===== src/rtl/uart_debounce_pkg.sv =====
// -----------------------------------------------------------------------------
// uart_debounce_pkg
// Shared types and helpers for the button debounce bank.
//   btn_state_e   : per-channel press-tracking state (RELEASED, PRESSED, LONG)
//   ms_to_cycles  : converts a millisecond interval into clock cycles
//   cnt_width     : bit width able to hold 0..value (never less than 1 bit)
// -----------------------------------------------------------------------------
package uart_debounce_pkg;

    typedef enum logic [1:0] {
        RELEASED = 2'd0,
        PRESSED  = 2'd1,
        LONG     = 2'd2
    } btn_state_e;

    function automatic int ms_to_cycles(input int clk_freq, input int ms);
        return (clk_freq / 1000) * ms;
    endfunction

    // A zero-length interval still needs a 1-bit register to stay legal.
    function automatic int cnt_width(input int value);
        return (value < 1) ? 1 : $clog2(value + 1);
    endfunction

endpackage


===== src/rtl/uart_debounce_chan.sv =====
// -----------------------------------------------------------------------------
// uart_debounce_chan
// One button channel: 2-FF synchronizer, debounce counter, and a small FSM
// that generates press / release / long-press / auto-repeat pulses.
// Ports:
//   clk, rst        : clock, asynchronous active-high reset
//   btn_raw         : raw active-low button input (asynchronous)
//   btn_level       : debounced level, active-low
//   btn_level_next  : next-state debounced level (feeds the bank-wide OR)
//   press_pulse     : one cycle on debounced 1->0
//   release_pulse   : one cycle on debounced 0->1
//   long_pulse      : one cycle when the long-press threshold is reached
//   repeat_pulse    : one cycle every REPEAT_CYC cycles while long-pressed
// -----------------------------------------------------------------------------
module uart_debounce_chan
    import uart_debounce_pkg::*;
#(
    parameter int HOLD_CYC   = 5,
    parameter int LONG_CYC   = 20,
    parameter int REPEAT_CYC = 8
) (
    input  logic clk,
    input  logic rst,
    input  logic btn_raw,
    output logic btn_level,
    output logic btn_level_next,
    output logic press_pulse,
    output logic release_pulse,
    output logic long_pulse,
    output logic repeat_pulse
);

    localparam int DEB_W = cnt_width(HOLD_CYC);
    localparam int HLD_W = cnt_width(LONG_CYC);
    localparam int REP_W = cnt_width(REPEAT_CYC);

    localparam logic [DEB_W-1:0] DEB_LAST = DEB_W'(HOLD_CYC - 1);
    localparam logic [HLD_W-1:0] HLD_LAST = HLD_W'(LONG_CYC - 1);
    localparam logic [REP_W-1:0] REP_LAST = REP_W'(REPEAT_CYC - 1);
    localparam logic [DEB_W-1:0] DEB_ONE  = DEB_W'(1);
    localparam logic [HLD_W-1:0] HLD_ONE  = HLD_W'(1);
    localparam logic [REP_W-1:0] REP_ONE  = REP_W'(1);

    logic             s1_q, s1_d;
    logic             s2_q, s2_d;
    logic             level_q, level_d;
    logic [DEB_W-1:0] deb_q, deb_d;
    logic [HLD_W-1:0] hold_q, hold_d;
    logic [REP_W-1:0] rep_q, rep_d;
    btn_state_e       state_q, state_d;
    logic             press_q, press_d;
    logic             release_q, release_d;
    logic             long_q, long_d;
    logic             repeat_q, repeat_d;

    always_comb begin
        s1_d      = btn_raw;
        s2_d      = s1_q;
        level_d   = level_q;
        deb_d     = '0;
        state_d   = state_q;
        hold_d    = hold_q;
        rep_d     = rep_q;
        long_d    = 1'b0;
        repeat_d  = 1'b0;

        // Any sample that agrees with the current level restarts the count,
        // so only HOLD_CYC consecutive disagreeing samples commit a change.
        if (s2_q != level_q) begin
            if (deb_q == DEB_LAST) begin
                level_d = s2_q;
            end else begin
                deb_d = deb_q + DEB_ONE;
            end
        end

        press_d   = level_q & ~level_d;
        release_d = ~level_q & level_d;

        // A release commit outranks a long/repeat event due on the same edge.
        if (release_d) begin
            state_d = RELEASED;
            hold_d  = '0;
            rep_d   = '0;
        end else if (press_d) begin
            state_d = PRESSED;
            hold_d  = '0;
            rep_d   = '0;
        end else begin
            case (state_q)
                PRESSED: begin
                    if (hold_q == HLD_LAST) begin
                        state_d = LONG;
                        long_d  = 1'b1;
                        hold_d  = '0;
                        rep_d   = '0;
                    end else begin
                        hold_d = hold_q + HLD_ONE;
                    end
                end
                LONG: begin
                    if (REPEAT_CYC != 0) begin
                        if (rep_q == REP_LAST) begin
                            repeat_d = 1'b1;
                            rep_d    = '0;
                        end else begin
                            rep_d = rep_q + REP_ONE;
                        end
                    end
                end
                default: begin
                    hold_d = '0;
                    rep_d  = '0;
                end
            endcase
        end
    end

    always_ff @(posedge clk or posedge rst) begin
        if (rst) begin
            s1_q      <= 1'b1;
            s2_q      <= 1'b1;
            level_q   <= 1'b1;
            deb_q     <= '0;
            hold_q    <= '0;
            rep_q     <= '0;
            state_q   <= RELEASED;
            press_q   <= 1'b0;
            release_q <= 1'b0;
            long_q    <= 1'b0;
            repeat_q  <= 1'b0;
        end else begin
            s1_q      <= s1_d;
            s2_q      <= s2_d;
            level_q   <= level_d;
            deb_q     <= deb_d;
            hold_q    <= hold_d;
            rep_q     <= rep_d;
            state_q   <= state_d;
            press_q   <= press_d;
            release_q <= release_d;
            long_q    <= long_d;
            repeat_q  <= repeat_d;
        end
    end

    assign btn_level      = level_q;
    assign btn_level_next = level_d;
    assign press_pulse    = press_q;
    assign release_pulse  = release_q;
    assign long_pulse     = long_q;
    assign repeat_pulse   = repeat_q;

endmodule


===== src/rtl/uart_debounce_bank.sv =====
// -----------------------------------------------------------------------------
// uart_debounce_bank
// Bank of NUM_CH independent debounced buttons with press, release,
// long-press and auto-repeat pulses, plus a registered any-pressed flag.
// Ports:
//   clk, rst       : clock, asynchronous active-high reset
//   btn_raw        : raw active-low buttons [NUM_CH]
//   btn_level      : debounced active-low levels [NUM_CH]
//   press_pulse    : debounced press pulses [NUM_CH]
//   release_pulse  : debounced release pulses [NUM_CH]
//   long_pulse     : long-press pulses [NUM_CH]
//   repeat_pulse   : auto-repeat pulses [NUM_CH]
//   any_pressed    : high while any channel is debounced-pressed
// -----------------------------------------------------------------------------
module uart_debounce_bank
    import uart_debounce_pkg::*;
#(
    parameter int CLK_FREQ  = 27_000_000,
    parameter int HOLD_MS   = 5,
    parameter int NUM_CH    = 4,
    parameter int LONG_MS   = 1000,
    parameter int REPEAT_MS = 200
) (
    input  logic              clk,
    input  logic              rst,
    input  logic [NUM_CH-1:0] btn_raw,
    output logic [NUM_CH-1:0] btn_level,
    output logic [NUM_CH-1:0] press_pulse,
    output logic [NUM_CH-1:0] release_pulse,
    output logic [NUM_CH-1:0] long_pulse,
    output logic [NUM_CH-1:0] repeat_pulse,
    output logic              any_pressed
);

    localparam int HOLD_CYC   = ms_to_cycles(CLK_FREQ, HOLD_MS);
    localparam int LONG_CYC   = ms_to_cycles(CLK_FREQ, LONG_MS);
    localparam int REPEAT_CYC = ms_to_cycles(CLK_FREQ, REPEAT_MS);

    logic [NUM_CH-1:0] level_next;
    logic              any_pressed_q, any_pressed_d;

    for (genvar ch = 0; ch < NUM_CH; ch++) begin : g_chan
        uart_debounce_chan #(
            .HOLD_CYC   (HOLD_CYC),
            .LONG_CYC   (LONG_CYC),
            .REPEAT_CYC (REPEAT_CYC)
        ) u_chan (
            .clk            (clk),
            .rst            (rst),
            .btn_raw        (btn_raw[ch]),
            .btn_level      (btn_level[ch]),
            .btn_level_next (level_next[ch]),
            .press_pulse    (press_pulse[ch]),
            .release_pulse  (release_pulse[ch]),
            .long_pulse     (long_pulse[ch]),
            .repeat_pulse   (repeat_pulse[ch])
        );
    end

    // Built from the next-state levels so the flag changes on the same edge
    // as btn_level rather than one cycle behind it.
    always_comb begin
        any_pressed_d = ~&level_next;
    end

    always_ff @(posedge clk or posedge rst) begin
        if (rst) begin
            any_pressed_q <= 1'b0;
        end else begin
            any_pressed_q <= any_pressed_d;
        end
    end

    assign any_pressed = any_pressed_q;

endmodule


===== config.mk =====
export PLATFORM = sky130hd
export DESIGN_NAME = uart_debounce_bank
export DESIGN_NICKNAME = d
export VERILOG_FILES = /design/src/rtl/uart_debounce_pkg.sv /design/src/rtl/uart_debounce_chan.sv /design/src/rtl/uart_debounce_bank.sv
export SDC_FILE = /design/constraint.sdc
export NUM_CORES = 1
export LEC_CHECK = 0
export ABC_AREA = 1
export BUFFER_PORTS_ARGS = -buffer_cell sky130_fd_sc_hd__buf_4
export CAP_MARGIN = 40
export CORE_MARGIN = 2
export CORE_UTILIZATION = 64
export DETAILED_ROUTE_END_ITERATION = 10
export PLACE_DENSITY = 0.91
export SLEW_MARGIN = 20
export SYNTH_ARGS = -nofsm -noshare
export SYNTH_HDL_FRONTEND = slang
export SYNTH_SLANG_ARGS = --single-unit

===== constraint.sdc =====
create_clock -name clk -period 10 [get_ports clk]
set_input_delay 0 -clock clk [delete_from_list [all_inputs] [get_ports clk]]
set_output_delay 0 -clock clk [all_outputs]
set_load 0.02 [all_outputs]

==> impl_metrics.csv <==
group,metric,value,unit
critical_path,crit_type,"register to register",
clocking,root_buffer,"clkbuf_16",
power_and_ir_drop,p_total,2.71,mW
synth,syn-mean-instance-area,7.09,um^2
clocking,cts_max_path_buffers,3,
synth,yosys-top-cells-area,"dfrtp_1, nand2_1, nor2_1",
die,dieArea,29700,um^2
timing,post-route-period-util,0.362,
synth,syn_nets,2585,
die,die_x,172,um
critical_path,slowest_stage,"dfrtp_1",
critical_path,end_kind,"register",
final_layout,n_antenna_cell,0,
synth,netlist_instances,2559,
timing,slew_violations,0,
synth,synth_edf_count,0,
global_route,grt-ovfl-total,0,
routing,totalWireLength,43600,um
routing,met2_length,21600,um
clocking,post_cts_buffers,0,
placement,portBuffers,26,
job,cap_violations,0,
timing,worstMarginPinSlew,0.811,ns
routing,vias,16967,
clocking,clock_sinks,301,
routing,ant_nets,0,
outcome,status,"finished, final reports clean",
die,initial_core_util,0.651,
timing,fin_setup_tns,0,ns
clocking,clk_latency,0.52,ns
critical_path,cp_max_fo,24,
timing,fin_worst_skew,0.0143,ns
global_route,grtUsageTotal,0.301,
synth,synth_ff_type,"dfrtp_1",
global_route,antenna_found_initial,0,
synth,synth_top_area_share,0.399,
die,die_y,172,um
timing,min_period,3.62,ns
critical_path,arrival,4.00,ns
timing,hold_viol,0,
clocking,path_clk_slew,0.06,ns
critical_path,startpoint_type,"register",
synth,ys_warn_count,0,
clocking,htree_levels,2,
routing,highest_layer,"met4",
synth,synth_common_cells,"nand2_1, nor2_1, inv_1, dfrtp_1, nand3_1",
min_path,holdCritPathClass,"primary input to async pin",
timing,rsz0062_at_grt,"no",
routing,dr.pass1.iters,6,
routing,drcViolationCount,0,
timing,whs,0.0690,ns
synth,ys_ff_latch,301,
synth,synth_top_area_cell,"dfrtp_1",
placement,gp_congestion,0.953,
die,rows,61,
placement,hpwl,29800,um
routing,drt-wirelength-per-cell,14.6,um
critical_path,path_cells,"ha_1 > nand3_1 > nor2_1 > nand3_1 > o21ai_0 > inv_1 > ha_1 > nor2_2 > nand3_2 > inv_1 > nor2_1 > nand2_1 > nor2_1 > o21ai_0 > nor2_1",
synth,ys_async_sr_fraction,1.00,
power_and_ir_drop,pwr_density_cell,136,nW/um^2
final_layout,drive_above_1_share,0.0737,
final_layout,fillers,2113,
final_layout,num-nets-final,2605,
clocking,hold_buffers,5,
clocking,tritoncts,"built",
critical_path,critPathMostFrequentCell,"nor2_1",
routing,m1WireLength,18200,um
synth,synthesis.area,18100,um^2
clocking,cts_made_buffers,35,
power_and_ir_drop,ir_worst_vdd,0.134,mV
synth,ys_types,42,
clocking,cts.repair.resized,0,
critical_path,crit_path_max_incr_delay,0.45,ns
timing,clock.fmax,276,MHz
synth,seq_area_frac_synth,0.416,
die,num_io_pins,27,
global_route,grt_pass1_vias,16448,
timing,slew_headroom,0.458,
routing,drt_iter0_drc,1830,
final_layout,final_core_util,0.714,
critical_path,critPathRequiredTime,10.38,ns
global_route,grt_pass1_wl,74300,um
final_layout,fin_cells,2982,
power_and_ir_drop,p_leak,8.78,nW
placement,place_inst,2913,
timing,finalSetupViolCount,0,
die,core_area,27900,um^2
final_layout,syn2layout_area_growth,9.63,%
synth,synth_most_common_cell,"nand2_1",
routing,via_per_inst,5.69,
global_route,grt_max_degree,100,
routing,wl_met3,2560,um
==> routing by layer <==
metal	vias up	global-route usage
li1	8172	-
met1	7982	0.392
met2	681	0.518
met3	132	0.0362
met4	0	0.112
met5	-	0
==> placed cells by master, fill, tap and decap left out, types with 35 or more instances in the layout <==
cell	instances
nand4_1	123
clkbuf_16	35
o21ai_0	74
inv_1	330
nand3_1	186
nor2_2	41
nand2_1	630
xor2_1	76
nor3_1	77
nor2_1	476
dfrtp_1	289
==> where the power goes <==
group	switching (mW)	total (mW)	internal [mW]
combinational	0.0362	0.0476	0.0114
sequential	0.00525	1.23	1.22
clock	0.520	1.43	0.914
total	0.562	2.71	2.15
==> final timing paths <==
| check | to | slack, ns | depth (start not counted) | start |
|---|---|---|---|---|
| setup / recovery | g_chan[2].u_chan.hold_q[17]$_DFFE_PP0P_ | 6.38 | 15 | g_chan[2].u_chan.deb_q[0]$_DFF_PP0_ |
| hold / removal | g_chan[1].u_chan.rep_q[4]$_DFFE_PP0P_ | 0.07 | 3 | rst |
| setup reg to reg | g_chan[2].u_chan.hold_q[17]$_DFFE_PP0P_ | 6.38 | 15 | g_chan[2].u_chan.deb_q[0]$_DFF_PP0_ |
| hold reg to reg | g_chan[0].u_chan.s2_q$_DFF_PP1_ | 0.35 | 0 | g_chan[0].u_chan.s1_q$_DFF_PP1_ |
| max in group asynchronous | g_chan[3].u_chan.s1_q$_DFF_PP1_ | 8.24 | 7 | rst |
| min in group clk | g_chan[3].u_chan.s1_q$_DFF_PP1_ | 0.14 | 2 | btn_raw[3] |
==> through the flow <==
stage	worst slack (ns)	area, um^2
final	6.38	19900
after global placement	6.74	18500
after floorplan	1.70	18100
after global routing	6.07	19900
after detailed placement	6.48	18500
after CTS	6.42	19800
==> registers in the layout (all words and copies together) (netlist names) <==
| name | count |
|---|---|
| g_chan.u_chan.s2_q | 4 |
| g_chan.u_chan.deb_q | 72 |
| g_chan.u_chan.btn_level | 4 |
| g_chan.u_chan.state_q | 8 |
| g_chan.u_chan.s1_q | 4 |
| g_chan.u_chan.long_pulse | 4 |
| g_chan.u_chan.release_pulse | 4 |
| g_chan.u_chan.press_pulse | 4 |
| g_chan.u_chan.repeat_pulse | 4 |
| any_pressed | 1 |
| g_chan.u_chan.hold_q | 100 |
| g_chan.u_chan.rep_q | 92 |
==> logic make-up (layout without fill, tap and decap cells) <==
logic type	after synthesis	in the layout	share of synthesized area
buffers and inverters	400	445	0.0924
and+or+nand+nor	1591	1591	0.385
adders and majority gates	20	20	0.0138
DFF	301	301	0.416
AOI/OAI and AO/OA	150	150	0.0457
xor gates and xnor gates	97	97	0.0468
==> worst max-delay path, delay by kind of cell, from the launching register on <==
| family | cells | cell delay (ns) |
|---|---|---|
| and+or+nand+nor | 9 | 1.45 |
| DFF | 1 | 0.45 |
| adders and majority gates | 2 | 0.62 |
| AOI/OAI and AO/OA | 2 | 0.50 |
| buffers and inverters | 2 | 0.47 |
==> area by class of cell <==
class                   count  area, um^2  area share
inverters                 346        1310      0.0658
clock buffers              44         960      0.0483
well taps                 378         473      0.0238
clock inverters            18         328      0.0165
multi-input cells        1858        8920       0.448
flip-flops and latches    301        7550       0.380
repair buffers             37         354      0.0178
(Power assumes the default switching activity.)
